### config.mk
export PLATFORM = sky130hd
export DESIGN_NAME = voicemail_manager_flat
export DESIGN_NICKNAME = d
export VERILOG_FILES = /design/src/rtl/voicemail_manager_if.sv /design/src/rtl/voicemail_manager.sv /design/src/flat_wrapper.sv
export SDC_FILE = /design/constraint.sdc
export NUM_CORES = 1
export LEC_CHECK = 0
export ABC_AREA = 1
export ABC_CLOCK_PERIOD_IN_PS = 6000
export CELL_PAD_IN_SITES_DETAIL_PLACEMENT = 1
export CELL_PAD_IN_SITES_GLOBAL_PLACEMENT = 1
export CORE_MARGIN = 2
export CORE_UTILIZATION = 45
export DETAILED_ROUTE_END_ITERATION = 10
export PLACE_DENSITY_LB_ADDON = 0.1
export SYNTH_ARGS = -nofsm -noshare
export SYNTH_HDL_FRONTEND = slang
export SYNTH_SLANG_ARGS = --single-unit
### constraint.sdc
create_clock -name clk -period 6 [get_ports clk]
set_clock_uncertainty 0.15 [all_clocks]
set_input_delay 0.6 -clock clk [delete_from_list [all_inputs] [get_ports clk]]
set_output_delay 0.6 -clock clk [all_outputs]
set_load 0.005 [all_outputs]
### src/rtl/voicemail_manager_if.sv
// Command and CF sector bus between the user interface and the voicemail manager.
interface voicemail_manager_if #(
    parameter int NUM_BOXES = 4,
    parameter int SLOTS     = 8,
    parameter int SECT_W    = 24
);
    localparam int BOX_W  = (NUM_BOXES > 1) ? $clog2(NUM_BOXES) : 1;
    localparam int SLOT_W = (SLOTS > 1) ? $clog2(SLOTS) : 1;
    localparam int CNT_W  = $clog2(SLOTS + 1);

    logic              cmd_valid;
    logic [2:0]        cmd;
    logic [BOX_W-1:0]  box_sel;
    logic              card_present;
    logic              cf_ack;
    logic              cmd_ready;
    logic              cf_req;
    logic              cf_write;
    logic [SECT_W-1:0] cf_sector;
    logic [2:0]        state;
    logic [CNT_W-1:0]  sel_count;
    logic [SLOT_W-1:0] play_slot;
    logic              err;

    modport slave (
        input  cmd_valid, cmd, box_sel, card_present, cf_ack,
        output cmd_ready, cf_req, cf_write, cf_sector, state, sel_count, play_slot, err
    );

    modport master (
        output cmd_valid, cmd, box_sel, card_present, cf_ack,
        input  cmd_ready, cf_req, cf_write, cf_sector, state, sel_count, play_slot, err
    );
endinterface

### src/rtl/voicemail_manager.sv
// Multi-mailbox voicemail controller: allocates fixed CF slots per message,
// sequences sector read/write requests and tracks occupancy, lengths and play pointers.
module voicemail_manager #(
    parameter int NUM_BOXES        = 4,
    parameter int SLOTS            = 8,
    parameter int SECTORS_PER_SLOT = 256,
    parameter int SECT_W           = 24
) (
    input logic clk,
    input logic reset,
    voicemail_manager_if.slave bus
);
    localparam int BOX_W  = (NUM_BOXES > 1) ? $clog2(NUM_BOXES) : 1;
    localparam int SLOT_W = (SLOTS > 1) ? $clog2(SLOTS) : 1;
    localparam int CNT_W  = $clog2(SLOTS + 1);
    localparam int LEN_W  = $clog2(SECTORS_PER_SLOT + 1);

    typedef enum logic [2:0] {NOCARD = 3'd0, IDLE = 3'd1, REC = 3'd2, PLAY = 3'd3} state_t;
    typedef enum logic [2:0] {
        CMD_NOP = 3'd0, CMD_REC = 3'd1, CMD_STOP = 3'd2,
        CMD_PLAY = 3'd3, CMD_DEL = 3'd4, CMD_NEXT = 3'd5
    } cmd_t;

    state_t            fsm;
    logic [SLOTS-1:0]  occ [NUM_BOXES];
    logic [LEN_W-1:0]  len [NUM_BOXES][SLOTS];
    logic [SLOT_W-1:0] ptr [NUM_BOXES];
    logic [BOX_W-1:0]  cur_box;
    logic [SLOT_W-1:0] cur_slot;
    logic [LEN_W-1:0]  offset;
    logic              cf_req_r;
    logic              cf_write_r;
    logic [SECT_W-1:0] cf_sector_r;
    logic              err_r;

    logic              box_ok;
    logic [BOX_W-1:0]  box_idx;
    logic              free_found;
    logic [SLOT_W-1:0] free_slot;
    logic              next_found;
    logic [SLOT_W-1:0] next_slot;
    logic [CNT_W-1:0]  cnt;
    logic              ack;
    logic              stop;
    logic              last_rec;
    logic              last_play;
    logic [LEN_W-1:0]  rec_len;

    function automatic logic [SECT_W-1:0] slot_base(logic [BOX_W-1:0] b, logic [SLOT_W-1:0] s);
        return SECT_W'((int'(b) * SLOTS + int'(s)) * SECTORS_PER_SLOT);
    endfunction

    assign box_ok    = int'(bus.box_sel) < NUM_BOXES;
    assign box_idx   = box_ok ? bus.box_sel : '0;
    assign ack       = cf_req_r & bus.cf_ack;
    assign stop      = bus.cmd_valid && (bus.cmd == CMD_STOP);
    assign rec_len   = offset + LEN_W'(ack);
    assign last_rec  = ack && (offset == LEN_W'(SECTORS_PER_SLOT - 1));
    assign last_play = ack && ((offset + LEN_W'(1)) == len[cur_box][cur_slot]);

    // Per-box lookups for the selected mailbox: lowest free slot, next occupied slot, count
    always_comb begin
        free_found = 1'b0;
        free_slot  = '0;
        next_found = 1'b0;
        next_slot  = ptr[box_idx];
        cnt        = '0;
        for (int unsigned i = 0; i < SLOTS; i++) begin
            if (!free_found && !occ[box_idx][i]) begin
                free_found = 1'b1;
                free_slot  = SLOT_W'(i);
            end
            cnt = cnt + CNT_W'(occ[box_idx][i]);
        end
        for (int unsigned i = 1; i < SLOTS; i++) begin
            if (!next_found && occ[box_idx][SLOT_W'((32'(ptr[box_idx]) + i) % SLOTS)]) begin
                next_found = 1'b1;
                next_slot  = SLOT_W'((32'(ptr[box_idx]) + i) % SLOTS);
            end
        end
    end

    assign bus.cmd_ready = (fsm != NOCARD);
    assign bus.cf_req    = cf_req_r;
    assign bus.cf_write  = cf_write_r;
    assign bus.cf_sector = cf_sector_r;
    assign bus.state     = fsm;
    assign bus.sel_count = box_ok ? cnt : '0;
    assign bus.play_slot = ptr[box_idx];
    assign bus.err       = err_r;

    // Controller FSM together with the mailbox bookkeeping it owns
    always_ff @(posedge clk or negedge reset) begin
        if (!reset) begin
            fsm         <= NOCARD;
            cur_box     <= '0;
            cur_slot    <= '0;
            offset      <= '0;
            cf_req_r    <= 1'b0;
            cf_write_r  <= 1'b0;
            cf_sector_r <= '0;
            err_r       <= 1'b0;
            for (int unsigned b = 0; b < NUM_BOXES; b++) begin
                occ[b] <= '0;
                ptr[b] <= '0;
                for (int unsigned s = 0; s < SLOTS; s++) len[b][s] <= '0;
            end
        end else begin
            err_r <= 1'b0;
            // Card removal overrides everything; an unfinished recording never sets its bit
            if (fsm != NOCARD && !bus.card_present) begin
                fsm        <= NOCARD;
                cf_req_r   <= 1'b0;
                cf_write_r <= 1'b0;
            end else begin
                case (fsm)
                    NOCARD: if (bus.card_present) fsm <= IDLE;
                    IDLE: if (bus.cmd_valid) begin
                        case (bus.cmd)
                            CMD_NOP, CMD_STOP: ;
                            CMD_REC: if (!box_ok || !free_found) err_r <= 1'b1;
                            else begin
                                fsm         <= REC;
                                cur_box     <= bus.box_sel;
                                cur_slot    <= free_slot;
                                offset      <= '0;
                                cf_req_r    <= 1'b1;
                                cf_write_r  <= 1'b1;
                                cf_sector_r <= slot_base(bus.box_sel, free_slot);
                            end
                            CMD_PLAY: if (!box_ok || !occ[box_idx][ptr[box_idx]]) err_r <= 1'b1;
                            else begin
                                fsm         <= PLAY;
                                cur_box     <= bus.box_sel;
                                cur_slot    <= ptr[box_idx];
                                offset      <= '0;
                                cf_req_r    <= 1'b1;
                                cf_write_r  <= 1'b0;
                                cf_sector_r <= slot_base(bus.box_sel, ptr[box_idx]);
                            end
                            CMD_DEL: if (!box_ok || !occ[box_idx][ptr[box_idx]]) err_r <= 1'b1;
                            else occ[box_idx][ptr[box_idx]] <= 1'b0;
                            CMD_NEXT: if (!box_ok) err_r <= 1'b1;
                            else ptr[box_idx] <= next_slot;
                            default: err_r <= 1'b1;
                        endcase
                    end
                    REC, PLAY: begin
                        if (bus.cmd_valid && bus.cmd != CMD_STOP && bus.cmd != CMD_NOP)
                            err_r <= 1'b1;
                        // An ack arriving with STOP is folded into the length before finishing
                        if (fsm == REC && (stop || last_rec)) begin
                            len[cur_box][cur_slot] <= rec_len;
                            if (rec_len != '0) occ[cur_box][cur_slot] <= 1'b1;
                            ptr[cur_box] <= cur_slot;
                            fsm          <= IDLE;
                            cf_req_r     <= 1'b0;
                            cf_write_r   <= 1'b0;
                        end else if (fsm == PLAY && (stop || last_play)) begin
                            fsm      <= IDLE;
                            cf_req_r <= 1'b0;
                        end else if (ack) begin
                            offset      <= offset + LEN_W'(1);
                            cf_sector_r <= cf_sector_r + SECT_W'(1);
                            cf_req_r    <= 1'b0;
                        end else if (!cf_req_r) begin
                            cf_req_r <= 1'b1;
                        end
                    end
                    default: fsm <= NOCARD;
                endcase
            end
        end
    end
endmodule
### src/flat_wrapper.sv
// flat-port wrapper written by rule: the top's interface ports become plain ports
module voicemail_manager_flat 
#(
    parameter int NUM_BOXES        = 4,
    parameter int SLOTS            = 8,
    parameter int SECTORS_PER_SLOT = 256,
    parameter int SECT_W           = 24
)
  (clk, reset, bus_cmd_valid, bus_cmd, bus_box_sel, bus_card_present, bus_cf_ack, bus_cmd_ready, bus_cf_req, bus_cf_write, bus_cf_sector, bus_state, bus_sel_count, bus_play_slot, bus_err);
  voicemail_manager_if #(.NUM_BOXES(NUM_BOXES), .SLOTS(SLOTS), .SECT_W(SECT_W)) bus_i ();
  input logic clk;
  input logic reset;
  input wire logic [$bits(bus_i.cmd_valid)-1:0] bus_cmd_valid;
  input wire logic [$bits(bus_i.cmd)-1:0] bus_cmd;
  input wire logic [$bits(bus_i.box_sel)-1:0] bus_box_sel;
  input wire logic [$bits(bus_i.card_present)-1:0] bus_card_present;
  input wire logic [$bits(bus_i.cf_ack)-1:0] bus_cf_ack;
  output wire logic [$bits(bus_i.cmd_ready)-1:0] bus_cmd_ready;
  output wire logic [$bits(bus_i.cf_req)-1:0] bus_cf_req;
  output wire logic [$bits(bus_i.cf_write)-1:0] bus_cf_write;
  output wire logic [$bits(bus_i.cf_sector)-1:0] bus_cf_sector;
  output wire logic [$bits(bus_i.state)-1:0] bus_state;
  output wire logic [$bits(bus_i.sel_count)-1:0] bus_sel_count;
  output wire logic [$bits(bus_i.play_slot)-1:0] bus_play_slot;
  output wire logic [$bits(bus_i.err)-1:0] bus_err;
  assign bus_i.cmd_valid = bus_cmd_valid;
  assign bus_i.cmd = bus_cmd;
  assign bus_i.box_sel = bus_box_sel;
  assign bus_i.card_present = bus_card_present;
  assign bus_i.cf_ack = bus_cf_ack;
  assign bus_cmd_ready = bus_i.cmd_ready;
  assign bus_cf_req = bus_i.cf_req;
  assign bus_cf_write = bus_i.cf_write;
  assign bus_cf_sector = bus_i.cf_sector;
  assign bus_state = bus_i.state;
  assign bus_sel_count = bus_i.sel_count;
  assign bus_play_slot = bus_i.play_slot;
  assign bus_err = bus_i.err;
  voicemail_manager #(.NUM_BOXES(NUM_BOXES), .SLOTS(SLOTS), .SECTORS_PER_SLOT(SECTORS_PER_SLOT), .SECT_W(SECT_W)) u_core (.clk(clk), .reset(reset), .bus(bus_i));
endmodule
==> impl_metrics.csv <==
group,metric,value,unit
outcome,status,"completed",
sta,setup_viol,0,
logic_synthesis,synth-adder-area-share,1.45,%
setup_path,cp-startpoint,"bus_box_sel[0]",
route,via_per_inst,5.78,
sta,finalSetupTns,0,ps
global_route,grt_max_degree,172,
floorplanning,core.rowCount,75,
sta,hold_ws,334,ps
clock_tree,cts-resized-gates,0,
floorplanning,coreArea,42100,µm²
clock_tree,htree_levels,2,
cells_and_area,final_common_cell,"nand2_1",
logic_synthesis,synth_cell_types,46,
setup_path,worstSetupPathType,"in -> out",
route,drt-total-wl,63.3,mm
floorplanning,die-height,211,µm
global_route,first_global_vias,18033,
clock_tree,clkTransAtPathRegs,60,ps
setup_path,end_kind,"output port",
logic_synthesis,synth-xor-area-share,1.50,%
clock_tree,cts_tree,"yes",
pwr,ir_drop,345,µV
route,m1WireLength,29.1,mm
min_path,worstHoldStart,"u_core.len[190]$_DFFE_PN0P_",
global_route,track_usage,29.0,%
clock_tree,cts_num_sinks,375,
cells_and_area,n_antenna_cell,0,
logic_synthesis,synth_nets,2507,
place,gp_congestion,0.892,
pwr,power.density,384,nW/µm²
min_path,hold_class,"reg -> reg",
clock_tree,clk_path_buf_depth,3,
clock_tree,clock-root-buffer,"clkbuf_16",
clock_tree,insertion_delay,590,ps
sta,worst_pin_slew,1190,ps
cells_and_area,final_cell_mix,"nand2_1, dfrtp_1, o21ai_0",
cells_and_area,nets,2490,
logic_synthesis,avgSynthCellArea,7.79,µm²
global_route,gr-total-overflow,0,
clock_tree,postCtsSetupBuffers,0,
sta,post-route-period-util,94.5,%
flow_run,drv_cap,0,
global_route,grt_pass1_wl,102,mm
setup_path,crit_fanout,22,
cells_and_area,stdcell_count,3032,
logic_synthesis,synthArstFlopShare,100,%
pwr,power_leakage,10.1,nW
setup_path,start_kind,"primary input",
sta,worst_slew_margin_rel,20.9,%
route,dr.pass1.iters,5,
logic_synthesis,yosys_most_used_dff,"dfrtp_1",
floorplanning,io_pins,48,
pwr,power,8.31,mW
logic_synthesis,syn_inst,2477,
floorplanning,die_w,211,µm
logic_synthesis,ys_seq_elements,375,
route,vias,17515,
floorplanning,start_util,45.8,%
route,met3_length,2.26,mm
route,wl_per_cell,20.9,µm
sta,fin_crit,5670,ps
route,wl_met2,30.0,mm
cells_and_area,drive_above_1_share,5.46,%
setup_path,critPathArrivalTime,4920,ps
cells_and_area,areaGrowthSynthToFinish,12.0,%
route,drc,0,
clock_tree,postCtsHoldBufs,1,
clock_tree,cts_buffers,43,
floorplanning,dieArea,44600,µm²
sta,hold_viol_final,0,
place,dp_cells,2953,
cells_and_area,fin_util,51.3,%
logic_synthesis,synth_mux_area_share,0,%
logic_synthesis,synth_top_family_by_area,"simple AND/OR/NAND/NOR gates",
logic_synthesis,synth_warnings,0,
logic_synthesis,syn_area,19300,µm²
sta,fmax,176,MHz
logic_synthesis,ys_seq_area_share,48.6,%
route,drt_iter0_drc,1287,
place,numPortBuffers,46,
route,ant_nets,0,
place,dp.final_hpwl,40.9,mm
setup_path,worstReg2RegStart,"u_core.cur_box[1]$_DFFE_PN0P_",
logic_synthesis,synthSimpleGateAreaFrac,24.2,%
logic_synthesis,synth_compound_area_share,18.0,%
setup_path,critPathRequiredTime,5250,ps
sta,rsz0062_at_grt,"no",
global_route,antenna_found_initial,0,
logic_synthesis,synth_edf_count,0,
route,top_layer_used,"met4",
sta,slew_viol_final,0,
==> metal layers <==
layer | track usage, % | vias up
li1 | - | 8196
met1 | 39.9 | 8821
met2 | 48.2 | 389
met3 | 2.77 | 109
met4 | 9.81 | 0
met5 | 0 | -
==> layout make-up <==
type,count,area (µm²)
multi-input cells,1806,8780
repair buffers,71,693
well taps,539,674
fillers,5118,20500
inverters,163,613
clock buffers,58,1220
flip-flops and latches,375,9390
clock inverters,20,254
==> worst max-delay path: stages <==
cell and delay (ps):
clkdlybuf4s50_1 760, inv_2 70, buf_4 230, nand3_1 90, nand2_1 70, nor2_2 220
ha_1 300, fa_1 510, fa_1 540, inv_1 60, fa_1 430, inv_1 80
fa_1 400, inv_1 60, clkdlybuf4s50_1 490
==> Yosys cell counts (2+ instances only) <==
master	n	area share (%)
a211oi_1	2	0.078
a21boi_1	8	0.31
a21oi_1	30	0.78
a22oi_1	144	5.6
a31oi_1	4	0.13
buf_1	4	0.078
buf_2	36	0.93
buf_4	3	0.12
buf_6	5	0.29
clkbuf_1	85	1.7
clkinv_1	10	0.19
dfrtp_1	375	49
fa_1	4	0.41
ha_1	16	1.0
inv_1	142	2.8
inv_2	11	0.21
nand2_1	841	16
nand2_2	5	0.16
nand3_1	98	2.5
nand4_1	21	0.68
nor2_1	127	2.5
nor2_2	5	0.16
nor3_1	47	1.2
nor3_2	3	0.16
nor4_1	4	0.13
o211ai_1	3	0.12
o21ai_0	352	9.1
o21ai_1	8	0.21
o22ai_1	33	1.1
o31ai_1	4	0.16
xnor2_1	4	0.18
xor2_1	29	1.3
==> per-stage QoR <==
stage / setup WS, ps / area (µm²)
3_3_place_gp: 411 / 20100
5_1_grt: 101 / 21600
2_1_floorplan: 1770 / 19300
3_5_place_dp: 332 / 20100
4_1_cts: 324 / 21600
6_report: 333 / 21600
==> sequential cells by signal (all words and copies together), names as in the netlist <==
| register | cells |
|---|---|
| u_core.bus.cf_req | 1 |
| u_core.bus.cf_sector | 24 |
| u_core.bus.cf_write | 1 |
| u_core.bus.err | 1 |
| u_core.bus.state | 2 |
| u_core.cur_box | 2 |
| u_core.cur_slot | 3 |
| u_core.len | 288 |
| u_core.occ | 32 |
| u_core.offset | 9 |
| u_core.ptr | 12 |
==> power breakdown <==
part | internal, mW | total [mW] | leakage, nW | switching, mW
clock network | 1.65 | 2.77 | 0.719 | 1.12
logic | 0.709 | 2.59 | 4.29 | 1.88
registers | 2.71 | 2.95 | 5.05 | 0.246
==> logic make-up after synthesis <==
kind of cell	Yosys count
adders and majority gates	20
DFF	375
and+or+nand+nor	1156
xor gates and xnor gates	33
buffers and inverters	296
AOI/OAI and AO/OA	596
other	1
==> final timing paths <==
| check | cells past startpoint | to | slack, ps |
|---|---|---|---|
| hold / removal | 2 | u_core.len[190]$_DFFE_PN0P_ | 330 |
| hold reg to reg | 2 | u_core.len[190]$_DFFE_PN0P_ | 330 |
| setup reg to reg | 19 | u_core.offset[7]$_DFFE_PN0P_ | 1350 |
| max in group asynchronous | 3 | u_core.len[231]$_DFFE_PN0P_ | 3720 |
| min in group asynchronous | 2 | u_core.len[52]$_DFFE_PN0P_ | 530 |
| setup / recovery | 15 | bus_sel_count[1] | 330 |
Power figures use the tool's default switching activity.
